File: config.mk
export PLATFORM = sky130hd
export DESIGN_NAME = exec_datapath
export DESIGN_NICKNAME = d
export VERILOG_FILES = /design/src/rtl/exec_datapath_pkg.sv /design/src/rtl/exec_datapath_in_sync.sv /design/src/rtl/exec_datapath.sv
export SDC_FILE = /design/constraint.sdc
export NUM_CORES = 1
export LEC_CHECK = 0
export BUFFER_PORTS_ARGS = -buffer_cell sky130_fd_sc_hd__buf_2
export CORE_MARGIN = 3
export CORE_UTILIZATION = 44
export DETAILED_ROUTE_END_ITERATION = 12
export PLACE_DENSITY = 0.73
export SLEW_MARGIN = 20
export SYNTH_ARGS = -nofsm -noshare
export SYNTH_HDL_FRONTEND = slang
export SYNTH_SLANG_ARGS = --single-unit
File: constraint.sdc
create_clock -name clk -period 1.8 [get_ports clk]
set_clock_uncertainty 0.2 [all_clocks]
set_input_delay 0.09 -clock clk [delete_from_list [all_inputs] [get_ports clk]]
set_output_delay 0.09 -clock clk [all_outputs]
set_load 0.02 [all_outputs]
File: src/rtl/exec_datapath_pkg.sv
// Shared encodings for the decoder -> execute interface: source selects and
// active-low load-enable bit positions.
package exec_datapath_pkg;

  localparam logic [1:0] SEL_A    = 2'b00;
  localparam logic [1:0] SEL_B    = 2'b01;
  localparam logic [1:0] SEL_IN   = 2'b10;
  localparam logic [1:0] SEL_ZERO = 2'b11;

  localparam int LD_A   = 0;
  localparam int LD_B   = 1;
  localparam int LD_OUT = 2;
  localparam int LD_PC  = 3;
  localparam int LD_W   = 4;

  typedef logic [LD_W-1:0] ld_t;

endpackage

File: src/rtl/exec_datapath_in_sync.sv
// Multi-flop synchronizer for the asynchronous switch input; stage 0 samples
// the pin, the last stage is the only one the datapath may consume.
module exec_datapath_in_sync #(
  parameter int W      = 4,
  parameter int STAGES = 2
) (
  input  logic         clk,
  input  logic         rst_n,
  input  logic [W-1:0] d,
  output logic [W-1:0] q
);

  logic [STAGES-1:0][W-1:0] sync_q, sync_d;

  always_comb begin
    sync_d    = sync_q;
    sync_d[0] = d;
    for (int i = 1; i < STAGES; i++) sync_d[i] = sync_q[i-1];
  end

  always_ff @(posedge clk or negedge rst_n) begin
    if (!rst_n) sync_q <= '0;
    else        sync_q <= sync_d;
  end

  assign q = sync_q[STAGES-1];

endmodule

File: src/rtl/exec_datapath.sv
// Execute/register stage: selects a source, adds the immediate, and loads
// A/B/OUT/PC from the shared result under active-low enables from the decoder.
module exec_datapath
  import exec_datapath_pkg::*;
#(
  parameter int DATA_W      = 4,
  parameter int PC_W        = 4,
  parameter int SYNC_STAGES = 2
) (
  input  logic              clk,
  input  logic              rst_n,
  input  logic              en,
  input  logic [1:0]        sel,
  input  logic [LD_W-1:0]   ld,
  input  logic [DATA_W-1:0] imm,
  input  logic [DATA_W-1:0] in_port,
  output logic [DATA_W-1:0] a,
  output logic [DATA_W-1:0] b,
  output logic [DATA_W-1:0] out_port,
  output logic [PC_W-1:0]   pc,
  output logic              c
);

  logic [DATA_W-1:0] a_q, a_d, b_q, b_d, out_q, out_d;
  logic [PC_W-1:0]   pc_q, pc_d;
  logic              c_q, c_d;
  logic [DATA_W-1:0] in_sync, src, res;
  logic [DATA_W:0]   sum;
  logic [PC_W-1:0]   res_pc;
  ld_t               ld_n;

  exec_datapath_in_sync #(.W(DATA_W), .STAGES(SYNC_STAGES)) u_in_sync (
    .clk   (clk),
    .rst_n (rst_n),
    .d     (in_port),
    .q     (in_sync)
  );

  assign ld_n = ld;

  always_comb begin
    src = '0;
    case (sel)
      SEL_A:   src = a_q;
      SEL_B:   src = b_q;
      SEL_IN:  src = in_sync;
      default: src = '0;
    endcase
    sum    = {1'b0, src} + {1'b0, imm};
    res    = sum[DATA_W-1:0];
    res_pc = PC_W'(res);
  end

  // Loads compare against 0 so an unknown enable bit falls to the hold path.
  always_comb begin
    a_d   = a_q;
    b_d   = b_q;
    out_d = out_q;
    pc_d  = pc_q;
    c_d   = c_q;
    if (en) begin
      if (ld_n[LD_A]   == 1'b0) a_d   = res;
      if (ld_n[LD_B]   == 1'b0) b_d   = res;
      if (ld_n[LD_OUT] == 1'b0) out_d = res;
      if (ld_n[LD_PC]  == 1'b0) pc_d  = res_pc;
      else                      pc_d  = pc_q + PC_W'(1);
      c_d = sum[DATA_W];
    end
  end

  always_ff @(posedge clk or negedge rst_n) begin
    if (!rst_n) begin
      a_q   <= '0;
      b_q   <= '0;
      out_q <= '0;
      pc_q  <= '0;
      c_q   <= 1'b0;
    end else begin
      a_q   <= a_d;
      b_q   <= b_d;
      out_q <= out_d;
      pc_q  <= pc_d;
      c_q   <= c_d;
    end
  end

  assign a        = a_q;
  assign b        = b_q;
  assign out_port = out_q;
  assign pc       = pc_q;
  assign c        = c_q;

endmodule

* After elaboration in Yosys (flattened, before gate mapping)
Index checks and enable logic that the tools add are counted.
** Operators by class
- Add/sub/neg operators :: 2
- Equality and inequality tests :: 2
- Muxes and demuxes :: 2
- Bitwise operators :: 3
- Reductions and logical operators :: 4
** Operators with widths (count)
- $pmux W4 S3 :: 1
- $reduce_and A2 Y1 :: 3
- $add A4 B4 Y5 :: 1
- $add A4 B1 Y4 const B :: 1
- $mux W4 :: 1
- $not A1 Y1 :: 3
- $eq A2 B1 Y1 const B :: 1
- $eq A2 B2 Y1 const B :: 1
- $logic_not A2 Y1 :: 1
** Storage, ports and cells
- Flip-flop bits (word level) :: 25
- Bits of input ports :: 17
- Output and inout bits :: 17
- Logic and storage cells :: 20

* Depth between registers and ports, before layout
Gate-level depths: netlist (run 1).
- Depth in word-level cells :: 4
- Gate-level depth with buffers :: 11

* By module
From an unflattened synthesis (run 1), not the netlist that was laid out.
** Unflattened totals
- Cells, all modules :: 101
- Area, all modules :: 1116.1 sq um
** Modules (own cells, without submodules)
- exec_datapath :: instances 1, cells an instance 93, area each 915.9 sq um, sequential area each 425.4 sq um
- exec_datapath_in_sync :: instances 1, cells an instance 8, area each 200.2 sq um, sequential area each 200.2 sq um

* Worst setup path before layout (run 1)
No wires, ideal clock.
- Path kind :: flip-flop to flip-flop
- Start :: reg b_q[1] (netlist: b[1])
- End :: reg pc_q[3] (netlist: pc[3])
- Data arrival time :: 1.817 ns
- Required time :: 1.501 ns
- Setup slack :: -0.317 ns
- Cell stages (with the launch flop) :: 10
- Period minus slack after synthesis :: 2.117 ns
- Cell sequence :: dfrtp_1 > mux2i_1 > nor2_1 > a21oi_1 > inv_1 > ha_1 > a21o_1 > a21oi_2 > xor2_2 > a311oi_1
** Between the ends
- Cells in the longest elaborated chain, start to end :: 3
** RTL lines
- from (decl) :: RTL line exec_datapath.sv:24 : logic [DATA_W-1:0] a_q, a_d, b_q, b_d, out_q, out_d;
- from (signal assigned) :: RTL line exec_datapath.sv:74 : b_q <= '0;
- from (signal assigned) :: RTL line exec_datapath.sv:80 : b_q <= b_d;
- $pmux W4 S3 :: RTL line exec_datapath.sv:43 : case (sel)
- $add A4 B4 Y5 :: RTL line exec_datapath.sv:49 : sum = {1'b0, src} + {1'b0, imm};
- $mux W4 :: RTL line exec_datapath.sv:65 : if (ld_n[LD_PC] == 1'b0) pc_d = res_pc;
- to (signal assigned) :: RTL line exec_datapath.sv:82 : pc_q <= pc_d;
- to (decl) :: RTL line exec_datapath.sv:25 : logic [PC_W-1:0] pc_q, pc_d;
No other way between the ends.
A chain may end at the register's enable or synchronous reset.

* Worst setup path in the final report (run 1)
Same ends and word-level chain as after synthesis.

==> run summary, run 1 <==
The number of global-route vias before repair is 858, and the layout overhead on the synthesized area is 39.6%. After synthesis, the netlist uses 23 different library cells. The logs give 182 for the net total in the final layout and 1390 um^2 for the post-placement cell area. Summed over all failing endpoints, the final setup total negative slack is -1910 ps. The count of H-tree levels built during CTS came out at 1. In this run the worst hold path is classified as input port to register. The final worst slack was -288 ps.

The number of clock sinks is 25, and the number of pins exceeding their max-slew limit in the final report is 0. The run gives 2 as the maximum number of buffers from clock root to sink. The total die area was 3180 um^2; the number of placed cells counting well taps was 171.

Across the run, the number of max-cap violations was 0. The number of synthesis warnings was 0. The part of the Yosys area used for sequential elements is 0.561, and the share of final-layout standard cells stronger than drive strength 1 is 0.456.

The tools report the post-synthesis instance total as 101. In this run the worst path has a maximum fanout of 4. By instance count, the leading cell after synthesis is dfrtp_1. The clock tree root driver cell is clkbuf_4.

After detailed routing, the average wire length per cell comes to 13.0 um. In this run the tool buffered the top-level ports with 33 buffer cells. Number of enable-type register cells in the synthesized netlist: 0.

The final count of negative-setup-slack endpoints is 13, and the peak supply drop is 0.715 mV. The run gives 0.163 as the global-route usage over all layers. The routed design has 2430 um of wire.

A synthesized cell averages 11.1 um^2. The floorplan step set the die width to 56.4 um. For the count of final hold-check violations, the log shows 0. In the routed design, unresolved DRC markers number 0. The worst slack on hold paths is 25.9 ps. Subtracting the final worst setup slack from the clock period gives 2090 ps. The mean number of vias per cell came out at 4.94. Setup repair after global routing could not meet its margin everywhere.

By count the netlist is led by 25 x dfrtp_1, 13 x nand2_1, 12 x o21ai_0. The transition time at the pin with the least slew margin is 531 ps. In this run the count of I/O pins placed on the die edge is 34. The first TritonRoute pass finished after 4 iterations. The detailed router finished its first iteration with 23 violations. The run gives 0 as the residual overflow from global routing.

The final reports fail on setup timing. The run gives 1720 um as the half-perimeter wire length of the detailed placement result. TritonCTS built the clock tree. The cell area that synthesis handed to floorplanning was 1120 um^2.

The largest total area in the synthesized netlist belongs to dfrtp_1. The run gives 0 as the initial antenna violation count. The launching element type of the critical path is a register.

The tools report the type of destination of the critical path as a register. The proportion of netlist area held by the largest area contributor is 0.561, and the global-route wire length before repair is 3990 um. The post-route cell area was 1560 um^2; the maximum number of pins on one net before global-route repair was 26.

Height of the die: 56.4 um. The number of antenna diodes in the final layout is 0. In the synthesized netlist the dominant register cell turns out to be dfrtp_1.

The clock transition at the register clock pins on the worst setup and hold paths after CTS works out to 130 ps. For the worst-skew pair, the clock arrives at the later sink with an insertion delay of 320 ps. The total clock buffers created by CTS came out at 3.

The initial standard-cell utilization of the core is 0.481. The run finished, with violations left. After floorplanning, the core was sized to cover 2320 um^2. The detailed router placed 919 vias in this run. For this run, the number of standard cells in the final layout without fillers is 186. The floorplan row count came out at 17. The net count after synthesis is 124. The number of nets still failing antenna checks after routing is 0, and the highest clock rate is 479 MHz.

The run gives 0.646 as the relative slew slack. The total of flip-flops plus latches after synthesis was 25; the required time at the endpoint of the critical path was 1800 ps. Sorting the synthesized cells by area gives the leading types as dfrtp_1 56%, ha_1 5.6%, o21ai_0 5.4%, nand2_1 4.4%, mux2_2 4.0%. The static leakage is 0.000781 uW.

Prior to clock tree synthesis, the placed netlist has a worst setup slack of -327 ps. Routability-driven placement finished with a final weighted congestion of 0.885. The worst setup path is of the register to register kind. The final clock period utilization by the worst path is 1.16. Power spread over the standard cell area amounts to 1170 nW/um^2. The share of flip-flops with an asynchronous set or reset after synthesis came out at 1.00.

The data arrival time at the worst-slack endpoint was 2090 ps.
==> repair_timing <==
item,in CTS,in global routing
hold buffers,8,0
pin swaps,8,4
hold endpoints to repair,34,0
gates resized for setup,12,3
buffers inserted,2,1
endpoints found under the setup margin,13,13
==> through the flow <==
step | utilization | power (uW)
floorplan | - | 1200
finish | 0.672 | 1820
global route | 0.672 | 1950
CTS | 0.664 | 1810
detailed placement | 0.601 | 1510
global placement | 0.601 | 1480
==> per-layer routing <==
layer  routed length, um  vias up  track usage
met4                  37        0       0.0712
li1                    -      458            -
met3                 140        4       0.0230
met1                1120      430        0.224
met2                1130       27        0.255
met5                   0        -            0
==> final timing paths <==
| kind | start | end | slack, ps | depth (start not counted) |
|---|---|---|---|---|
| max in group asynchronous | rst_n | a[0] | 950 | 2 |
| setup reg to reg | b[1] | pc[3] | -290 | 9 |
| hold / removal | ld[1] | b[1] | 30 | 3 |
| hold reg to reg | u_in_sync.sync_d[5] | u_in_sync.q[1] | 160 | 0 |
| min in group asynchronous | rst_n | out_port[0] | 70 | 2 |
| setup / recovery | b[1] | pc[3] | -290 | 9 |
==> sequential cells by signal (all words and copies together) (netlist names) <==
| signal | count |
|---|---|
| a | 4 |
| b | 4 |
| c | 1 |
| out_port | 4 |
| pc | 4 |
| u_in_sync.q | 4 |
| u_in_sync.sync_d | 4 |
==> power breakdown <==
part | switching (uW) | internal, uW
combinational | 441 | 364
sequential | 79.4 | 692
clock | 159 | 86.7
total | 679 | 1140
==> layout by cell type (no fill, tap or decap) <==
cell type and count:
o21ai_1 3, buf_4 12, xor2_1 1, buf_2 33
nor2_2 1, ha_1 4, ha_2 1, mux2i_1 4
a21oi_1 3, a22o_1 1, fa_2 1, nand3b_1 1
inv_1 3, xor2_2 1, dfrtp_2 4, o21ai_2 3
mux2_2 4, o21ai_0 8, nand2_1 13, nor2_1 7
nand3_1 1, buf_6 2, nor2b_1 1, inv_2 2
clkbuf_4 3, a21o_1 2, a21oi_2 5, clkbuf_1 1
a311oi_1 1, dfrtp_1 21, nand2b_1 3, dlygate4sd3_1 8
==> critical path, cell delays in order (launching register included) <==
cell and delay [ps]:
dfrtp_2 430, mux2i_1 130, nor2_1 60, a21oi_2 110, inv_1 60, ha_1 270
a21o_1 170, a21oi_2 160, xor2_2 250, a311oi_1 130
==> cells by family after synthesis <==
kind of cell / after synthesis / synth area share
and+or+nand+nor: 27 / 0.104
AOI/OAI and AO/OA: 26 / 0.131
DFF: 25 / 0.561
muxes: 8 / 0.0762
buffers and inverters: 7 / 0.0314
adders and majority gates: 6 / 0.0740
xor gates and xnor gates: 2 / 0.0224
==> cell type report <==
cell class	count	area, um^2
Clock buffer	4	26.3
Fill cell	191	761
Inverter	5	18.8
Multi-Input combinational cell	69	489
Sequential cell	25	631
Tap cell	28	35.0
Timing Repair Buffer	55	358
No activity file was read; power rests on OpenSTA's default activity.
==> inputs of run 2 (changes only) <==
==> constraint.sdc (replaced) <==
create_clock -name clk -period 1.8 [get_ports clk]
set_clock_uncertainty 0.2 [all_clocks]
set_input_delay 0.36 -clock clk [delete_from_list [all_inputs] [get_ports clk]]
set_output_delay 0.36 -clock clk [all_outputs]
set_load 0.02 [all_outputs]
==> run 2 against run 1 <==
Net effect:
- total power rose by 2.6%
- final area fell by 0.16%
- global-route usage grew 0.65 points
- combinational power rose by 5.3%
- wire length rose by 6.1%
- hold slack better by 140 ps
- the flow still finishes with violations (setup timing)
- highest routed layer unchanged
==> run summary, run 2 (same netlist as run 1, synthesis figures left out) <==
The final worst slack was -314 ps (-25.5 ps); the clock insertion delay at the later pin of the skew report was 320 ps (about the same). The part of the total power dissipated in combinational logic was 0.453 (+0.011); the number of pins exceeding their max-slew limit in the final report was 0 (unchanged). The non-filler instance count after layout was 183 (-1.6%); the clock transition at the register clock pins on the worst setup and hold paths after CTS was 130 ps (about the same). The height of the die came out at 56.4 um (unchanged). The logs give 0 (unchanged) for the residual overflow from global routing and 3180 um^2 (unchanged) for the total die area. For the final sum of negative setup slack, the log shows -2300 ps (-388 ps). Net total in the final layout: 179 (-1.6%). Power per cell area: 1200 nW/um^2 (+2.8%). The type of destination of the critical path is a register.

The tools report the initial standard-cell utilization of the core as 0.481 (unchanged). For the number of clock sinks, the log shows 25 (unchanged). The final reports fail on setup timing. The worst setup path is launched from a register.

Wire length reported by the detailed router: 2570 um (+6.1%). The clock tree root driver cell is clkbuf_4. The half-perimeter wire length of the detailed placement result came out at 1900 um (+11%).

Among the stages of the critical path, the cell type that occurs most often is a21oi_2. Relative to the synthesized area, the layout overhead comes to 39.3%. The run finished, with violations left. Count of final hold-check violations: 0 (unchanged). TritonCTS built the clock tree.

The logs give 0.000782 uW (+0.15%) for the static leakage and 4 (unchanged) for the total iterations of the first detailed-routing run. The worst slack on hold paths is 163 ps (+137 ps), and the minimum period implied by the final worst setup slack is 2110 ps (+25.5 ps). The floorplan row count was 17 (unchanged).

The overall power consumption was 1870 uW (+2.6%); the transition time at the pin with the least slew margin was 540 ps (+9.27 ps). The tools report the source of the worst register-to-register timing path as b[1]. In this run the most critical hold path is launched from u_in_sync.sync_d[4].

The biggest fanout along the worst timing path is 4 (unchanged). Delay of the slowest cell on the worst path: 400 ps (-30 ps). The maximum number of pins on one net before global-route repair is 26 (unchanged). For the initial antenna violation count, the log shows 0 (unchanged). The data arrival time at the worst-slack endpoint was 2120 ps (+30 ps). The worst hold path belongs to the class register to register.

The remaining routing DRC violations is 0 (unchanged), and the depth of the most critical reg-to-reg path is 9 (unchanged). The share of final-layout standard cells stronger than drive strength 1 was 0.484 (+0.0282). The final clock period utilization by the worst path came out at 1.17 (+0.0142). The worst-case register-to-register setup slack was -310 ps (-30 ps); the detail-routed net length per standard cell was 14.1 um (+7.8%). The peak supply drop came out at 0.787 mV (+10%). The critical path goes through mux2i_1 > nor2_1 > a21oi_2 > inv_2 > ha_4 > a21o_1 > a21oi_2 > xor2_2 > a311oi_1. The number of nets still failing antenna checks after routing was 0 (unchanged); the count of H-tree levels built during CTS was 1 (unchanged). The mean number of vias per cell came out at 5.08 (+2.7%). Count of maximum capacitance violations: 0 (unchanged).

For the relative contribution of the clock network to total power, the log shows 0.134 (about the same). The logs give 0.640 (-0.00618) for the relative slew slack and 0.413 (-0.010) for the sequential share of power. The final count of negative-setup-slack endpoints was 13 (unchanged).

Leaving out fill and tap cells, the most frequent cell in the layout is buf_2. For the global-route usage over all layers, the log shows 0.169 (+0.00646). The logs give 12 (-48%) for the first-iteration detailed-routing DRC count and 34 (unchanged) for the I/O pin total.

The tools report the total core area as 2320 um^2 (unchanged). The switching power share of the total is 0.380 (+0.00720), and the switching power total is 711 uW (+4.6%). The cell depth of the worst hold path came out at 0 (-3). The global-route wire length before repair was 4080 um (+2.4%). The number of placed cells counting well taps is 172 (+0.58%), and the design internal power is 1160 uW (+1.5%). The type of the setup path with the least slack was register to register. Highest clock rate: 473 MHz (-1.2%). The largest individual stage delay along the critical path comes from the cell dfrtp_1. The total clock buffers created by CTS is 3 (unchanged). The number of global-route vias before repair was 909 (+5.9%). The count of input and output buffers was 33 (unchanged); the required time at the endpoint of the critical path was 1810 ps (about the same). The number of antenna repair diodes came out at 0 (unchanged). The library cells used most frequently in the layout, excluding fill and tap cells, are 33 x buf_2, 25 x dfrtp_1, 13 x nand2_1, 13 x buf_4, 7 x nor2_1.

Maximum number of buffers from clock root to sink: 2 (unchanged). For hold timing, the worst endpoint is u_in_sync.q[0]. In this run the critical register-to-register path is captured at pc[3]. Setup repair after global routing could not meet its margin everywhere. Overall via count from detail_route: 929 (+1.1%).

The die outline width came out at 56.4 um (unchanged). Routability congestion estimate from global placement: 0.783 (-12%).
==> run 2: changes by cell type in the layout (fill, tap and decap cells not counted), sizes merged <==
cell	previous run	this run
dlygate4sd3	8	5
clkbuf	4	3
clkinv	0	1
==> run 2: worst max-delay path: cells and delay by family, from the launching register on <==
kind	cells	cell delay [ps]
simple gates	1	80
compound gates	4	650
flops	1	400
fa+ha+maj	1	200
xor+xnor	1	230
buf+inv	1	60
mux	1	180
==> run 2: repair_timing <==
action,in CTS,in global routing
resized for setup,4,14
pin swaps,5,14
hold buffers,5,0
hold endpoints to repair,29,0
endpoints found under the setup margin,13,13
buffers inserted,1,1
==> run 2: stage by stage <==
stage / setup WS [ps] / utilization / cell area, um^2
after global routing: -465 / 0.671 / 1560
after CTS: -323 / 0.650 / 1510
after detailed placement: -557 / 0.607 / 1410
after global placement: -498 / 0.607 / 1410
final: -314 / 0.671 / 1560
after floorplan: -292 / - / 1140
==> run 2: how the worst max path moves through the flow <==
stage / start / to
finish: b[1] / pc[3]
global route: b[1] / pc[3]
detailed placement: sel[0] / pc[3]
global placement: sel[0] / pc[3]
CTS: b[1] / pc[3]
floorplan: sel[0] / pc[3]
==> run 2: final cells by class <==
cell class,instances,area (um^2)
clock buffers,3,22.5
repair buffers,52,324
fillers,182,763
well taps,28,35.0
multi-input cells,69,524
inverters,5,18.8
clock inverters,1,5.00
flip-flops and latches,25,626
==> run 2: power by group through the flow <==
| stage | Clock (uW) | Combinational, uW | Sequential [uW] |
|---|---|---|---|
| 3_3_place_gp | 0 | 743 | 774 |
| 3_5_place_dp | 0 | 760 | 784 |
| 2_1_floorplan | 0 | 277 | 929 |
| 4_1_cts | 256 | 800 | 771 |
| 6_report | 250 | 848 | 773 |
| 5_1_grt | 286 | 928 | 788 |
==> run 2: routing by layer <==
metal | vias to the layer above | track usage | share of wire
met4 | 0 | 0.0610 | 0.014
met3 | 4 | 0.0345 | 0.059
met5 | - | 0 | 0
met1 | 441 | 0.199 | 0.38
li1 | 453 | - | -
met2 | 31 | 0.302 | 0.55
==> inputs of run 3 (changes only) <==
--- a/config.mk
+++ b/config.mk
@@ -5,11 +5,13 @@
 export SDC_FILE = /design/constraint.sdc
 export NUM_CORES = 1
 export LEC_CHECK = 0
+export ABC_AREA = 1
 export BUFFER_PORTS_ARGS = -buffer_cell sky130_fd_sc_hd__buf_2
 export CORE_MARGIN = 3
-export CORE_UTILIZATION = 44
+export CORE_UTILIZATION = 45
+export CTS_CLUSTER_SIZE = 10
 export DETAILED_ROUTE_END_ITERATION = 12
-export PLACE_DENSITY = 0.73
+export PLACE_DENSITY = 0.74
 export SLEW_MARGIN = 20
 export SYNTH_ARGS = -nofsm -noshare
 export SYNTH_HDL_FRONTEND = slang
==> run 3 against run 2 <==
Net effect:
- the flow still finishes with violations (setup timing)
- combinational power down 19%
- hold slack worse by 26 ps
- sequential cell count did not move
- register-to-register slack gained 310 ps
- worst setup slack improved by 310 ps
- sequential share of layout area is 2.6 points lower
- first-iteration DRC count is 130% higher
- largest power group is now sequential cells
==> run summary, run 3 <==
Final-layout fill cell count: 184 (+1.1%). The number of placed cells counting well taps was 201 (+17%). Initial antenna violation count: 0 (unchanged). The wire length reported by the detailed router is 2860 um (+11%). The met3 routing resource usage after global routing came out at 0.0339 (-0.000546). Setup repair after global routing could not meet its margin everywhere. In the post-synthesis netlist, the biggest area contributors are dfrtp_1 53%, nand2_1 12%, ha_1 5.3%, inv_1 4.1%, o21ai_1 3.8%. The power per cell area is 1000 nW/um^2 (-17%). The critical path goes through nand2_2 > nand3_2 > ha_4 > inv_2 > fa_2 > a21oi_2 > o21ai_1 > nand2_1. The flow ran to the end, but the final reports show violations. The required time at the endpoint of the critical path is 1870 ps (+60 ps). Clock transition at the register clock pins on the worst setup and hold paths after CTS: 130 ps (about the same). The minimum period implied by the final worst setup slack is 1810 ps (-308 ps). The logs give 1 (-12) for the final count of negative-setup-slack endpoints and 0.804 (+2.7%) for the routability congestion estimate from global placement. The tools report the met2 demand-to-capacity share in global routing as 0.315 (+0.0127).

The data arrival time at the worst-slack endpoint was 1870 ps (-250 ps); the count of input and output buffers was 33 (unchanged). The share of flip-flops with an asynchronous set or reset after synthesis was 1.00 (unchanged); the final clock period utilization by the worst path was 1.00 (-0.171). The tools report the overall power consumption as 1670 uW (-11%). The biggest area contributor in the post-synthesis netlist is dfrtp_1. Global-route usage over all layers: 0.191 (+0.0219). The number of enable-type register cells in the synthesized netlist is 0 (unchanged), and the met1 routing resource usage after global routing is 0.237 (+0.0375). The number of global-route vias before repair is 1111 (+22%).

The number of antenna repair diodes is 0 (unchanged), and the total iterations of the first detailed-routing run is 3 (-1). The run gives 3 (unchanged) as the total clock buffers created by CTS. The run gives 17 (unchanged) as the floorplan row count.

The initial standard-cell utilization of the core was 0.503 (+0.0218); the final worst slack was -6.09 ps (+308 ps). Count of unique library cells instantiated by Yosys: 20 (-13%). The number of buffers inserted by post-CTS setup repair came out at 0 (-1). The tools report the count of final hold-check violations as 0 (unchanged). The part of the Yosys area used for sequential elements is 0.531 (-0.0292), and the static leakage is 0.000851 uW (+8.9%). The height of the die came out at 57.2 um (+1.4%). The count of maximum capacitance violations was 0 (unchanged); the delay of the slowest cell on the worst path was 470 ps (+70 ps). Leaving out fill and tap cells, the most frequent cells in the layout are 34 x nand2_1, 32 x buf_2, 24 x dfrtp_1. The die outline width was 57.2 um (+1.4%). The global-route wire length before repair was 4820 um (+18%); the relative slew slack was 0.638 (-0.00182).

For the remaining routing DRC violations, the log shows 0 (unchanged). Total of flip-flops plus latches after synthesis: 25 (unchanged). The biggest fanout along the worst timing path was 4 (unchanged). First-iteration detailed-routing DRC count: 28 (+16). The tools report the clock tree root driver cell as clkbuf_4.

The area used by sequential logic in the layout came out at 627 um^2 (+0.20%). The number of pins exceeding their max-slew limit in the final report was 0 (unchanged); the maximum number of pins on one net before global-route repair was 26 (unchanged). The run gives 0 (unchanged) as the number of synthesis warnings. The area of the multi-input gates was 599 um^2 (+14%).

The logs give 3270 um^2 (+2.8%) for the total die area and 25 (unchanged) for the number of clock sinks. The run gives 130 (+29%) as the post-synthesis instance total. The maximum number of buffers from clock root to sink was 2 (unchanged); the non-filler instance count after layout was 210 (+15%). The count of H-tree levels built during CTS was 1 (unchanged). The layout overhead on the synthesized area came out at 41.6%. The type of destination of the critical path was a register. The run gives 1180 um^2 (+5.5%) as the area of the mapped netlist. STA classifies the critical path startpoint as a register. The clock insertion delay at the later pin of the skew report was 320 ps (about the same). The worst slack on hold paths was 137 ps (-26.0 ps); the overall via count from detail_route was 1041 (+12%). The run gives 2340 um^2 (+0.92%) as the total core area.

The layer carrying the most global-route usage is met2. Among all stages on the critical path, the largest delay is contributed by fa_2. The net count after synthesis came out at 153 (+23%).

The critical path is of the register to register type. The final reports fail on setup timing. The tools report the number of nets still failing antenna checks after routing as 0 (unchanged). Commonest non-fill, non-tap cell in the layout: nand2_1. The run gives 206 (+15%) as the net total in the final layout. The proportion of netlist area held by the largest area contributor works out to 0.531 (-0.0292). The peak supply drop was 0.667 mV (-15%).

Mean area per synthesized cell: 9.06 um^2 (-18%). The most instantiated library cell after synthesis was nand2_1. The highest clock rate is 554 MHz (+17%). For this run, the leading register cell type out of synthesis is dfrtp_1. For the I/O pin total, the log shows 34 (unchanged). The min-delay analysis places its worst path in the category input port to register. The transition time at the pin with the least slew margin was 543 ps (+2.72 ps). TritonCTS built the clock tree. The share of final-layout standard cells stronger than drive strength 1 came out at 0.451 (-0.0333). Mean number of vias per cell: 4.96 (-2.4%). The half-perimeter wire length of the detailed placement result came out at 2120 um (+12%). Detail-routed net length per standard cell: 13.6 um (-3.2%).

The tools report the residual overflow from global routing as 0 (unchanged). By count the netlist is led by 38 x nand2_1, 25 x dfrtp_1, 13 x inv_1.
==> run 3: cell count changes after synthesis, sizes merged, moves of 2 or more <==
cell    change
a21o        -2
a21oi       -6
a31oi       +3
buf         -2
inv        +12
mux2        -4
mux2i       -4
nand2      +27
nand2b      -3
nand3       +6
nor2        +5
o211ai      +2
o21ai       -3
==> run 3: path summary, 6_finish.rpt <==
check                               startpoint        endpoint  slack (ps)  cells past startpoint
max                                       b[0]           pc[1]          -6                      8
min                                         en           pc[0]         140                      3
max reg2reg                               b[0]           pc[1]          -6                      8
min reg2reg                u_in_sync.sync_d[4]  u_in_sync.q[0]         160                      0
max in group asynchronous                rst_n            b[0]         670                      2
min in group asynchronous                rst_n           pc[3]         340                      2
==> run 3: power breakdown <==
group / internal [uW] / total [uW] / switching, uW / leakage (uW)
Sequential: 661 / 738 / 76.7 / 0.000297
Combinational: 279 / 686 / 407 / 0.000539
Clock: 86.8 / 247 / 160 / 0.0000150
Total: 1030 / 1670 / 644 / 0.000851
==> run 3: cells by family (layout without fill, tap and decap cells) <==
logic type / count (synthesis) / in the layout / share of synthesized area
buf+inv: 17 / 69 / 0.0563
xor+xnor: 2 / 2 / 0.0149
simple gates: 62 / 62 / 0.243
flops: 25 / 25 / 0.531
fa+ha+maj: 6 / 6 / 0.0701
compound gates: 18 / 18 / 0.0839
==> run 3: routing by layer <==
metal,up-vias,wire (um)
li1,519,-
met1,485,1240
met2,28,1410
met3,9,125
met4,0,89
met5,-,0
==> run 3: critical path: cells and delay by family (launching register included) <==
family | cells | cell delay, ps
fa+ha+maj | 2 | 640
buf+inv | 1 | 50
flops | 1 | 440
compound gates | 2 | 200
simple gates | 3 | 230
==> run 3: metrics by stage <==
step	worst slack [ps]	setup TNS [ps]	instance area, um^2	util
after floorplan	-85.4	-123	1230	-
after global placement	-401	-3720	1510	0.645
after detailed placement	-427	-4090	1510	0.645
after CTS	-20.1	-44.4	1600	0.682
after global routing	-96.5	-311	1670	0.712
final	-6.09	-6.09	1670	0.712
==> run 3: what timing repair did <==
action	4_1_cts	5_1_grt
gates resized for setup	3	16
hold buffers	5	0
endpoints found under the setup margin	7	10
hold endpoints to repair	29	0
pin swaps	0	10
==> run 3: layout make-up <==
type | instances | share of cell area
inverters | 17 | 0.0518
clock buffers | 4 | 0.0158
repair buffers | 48 | 0.176
well taps | 28 | 0.0210
multi-input cells | 88 | 0.360
flip-flops and latches | 25 | 0.376
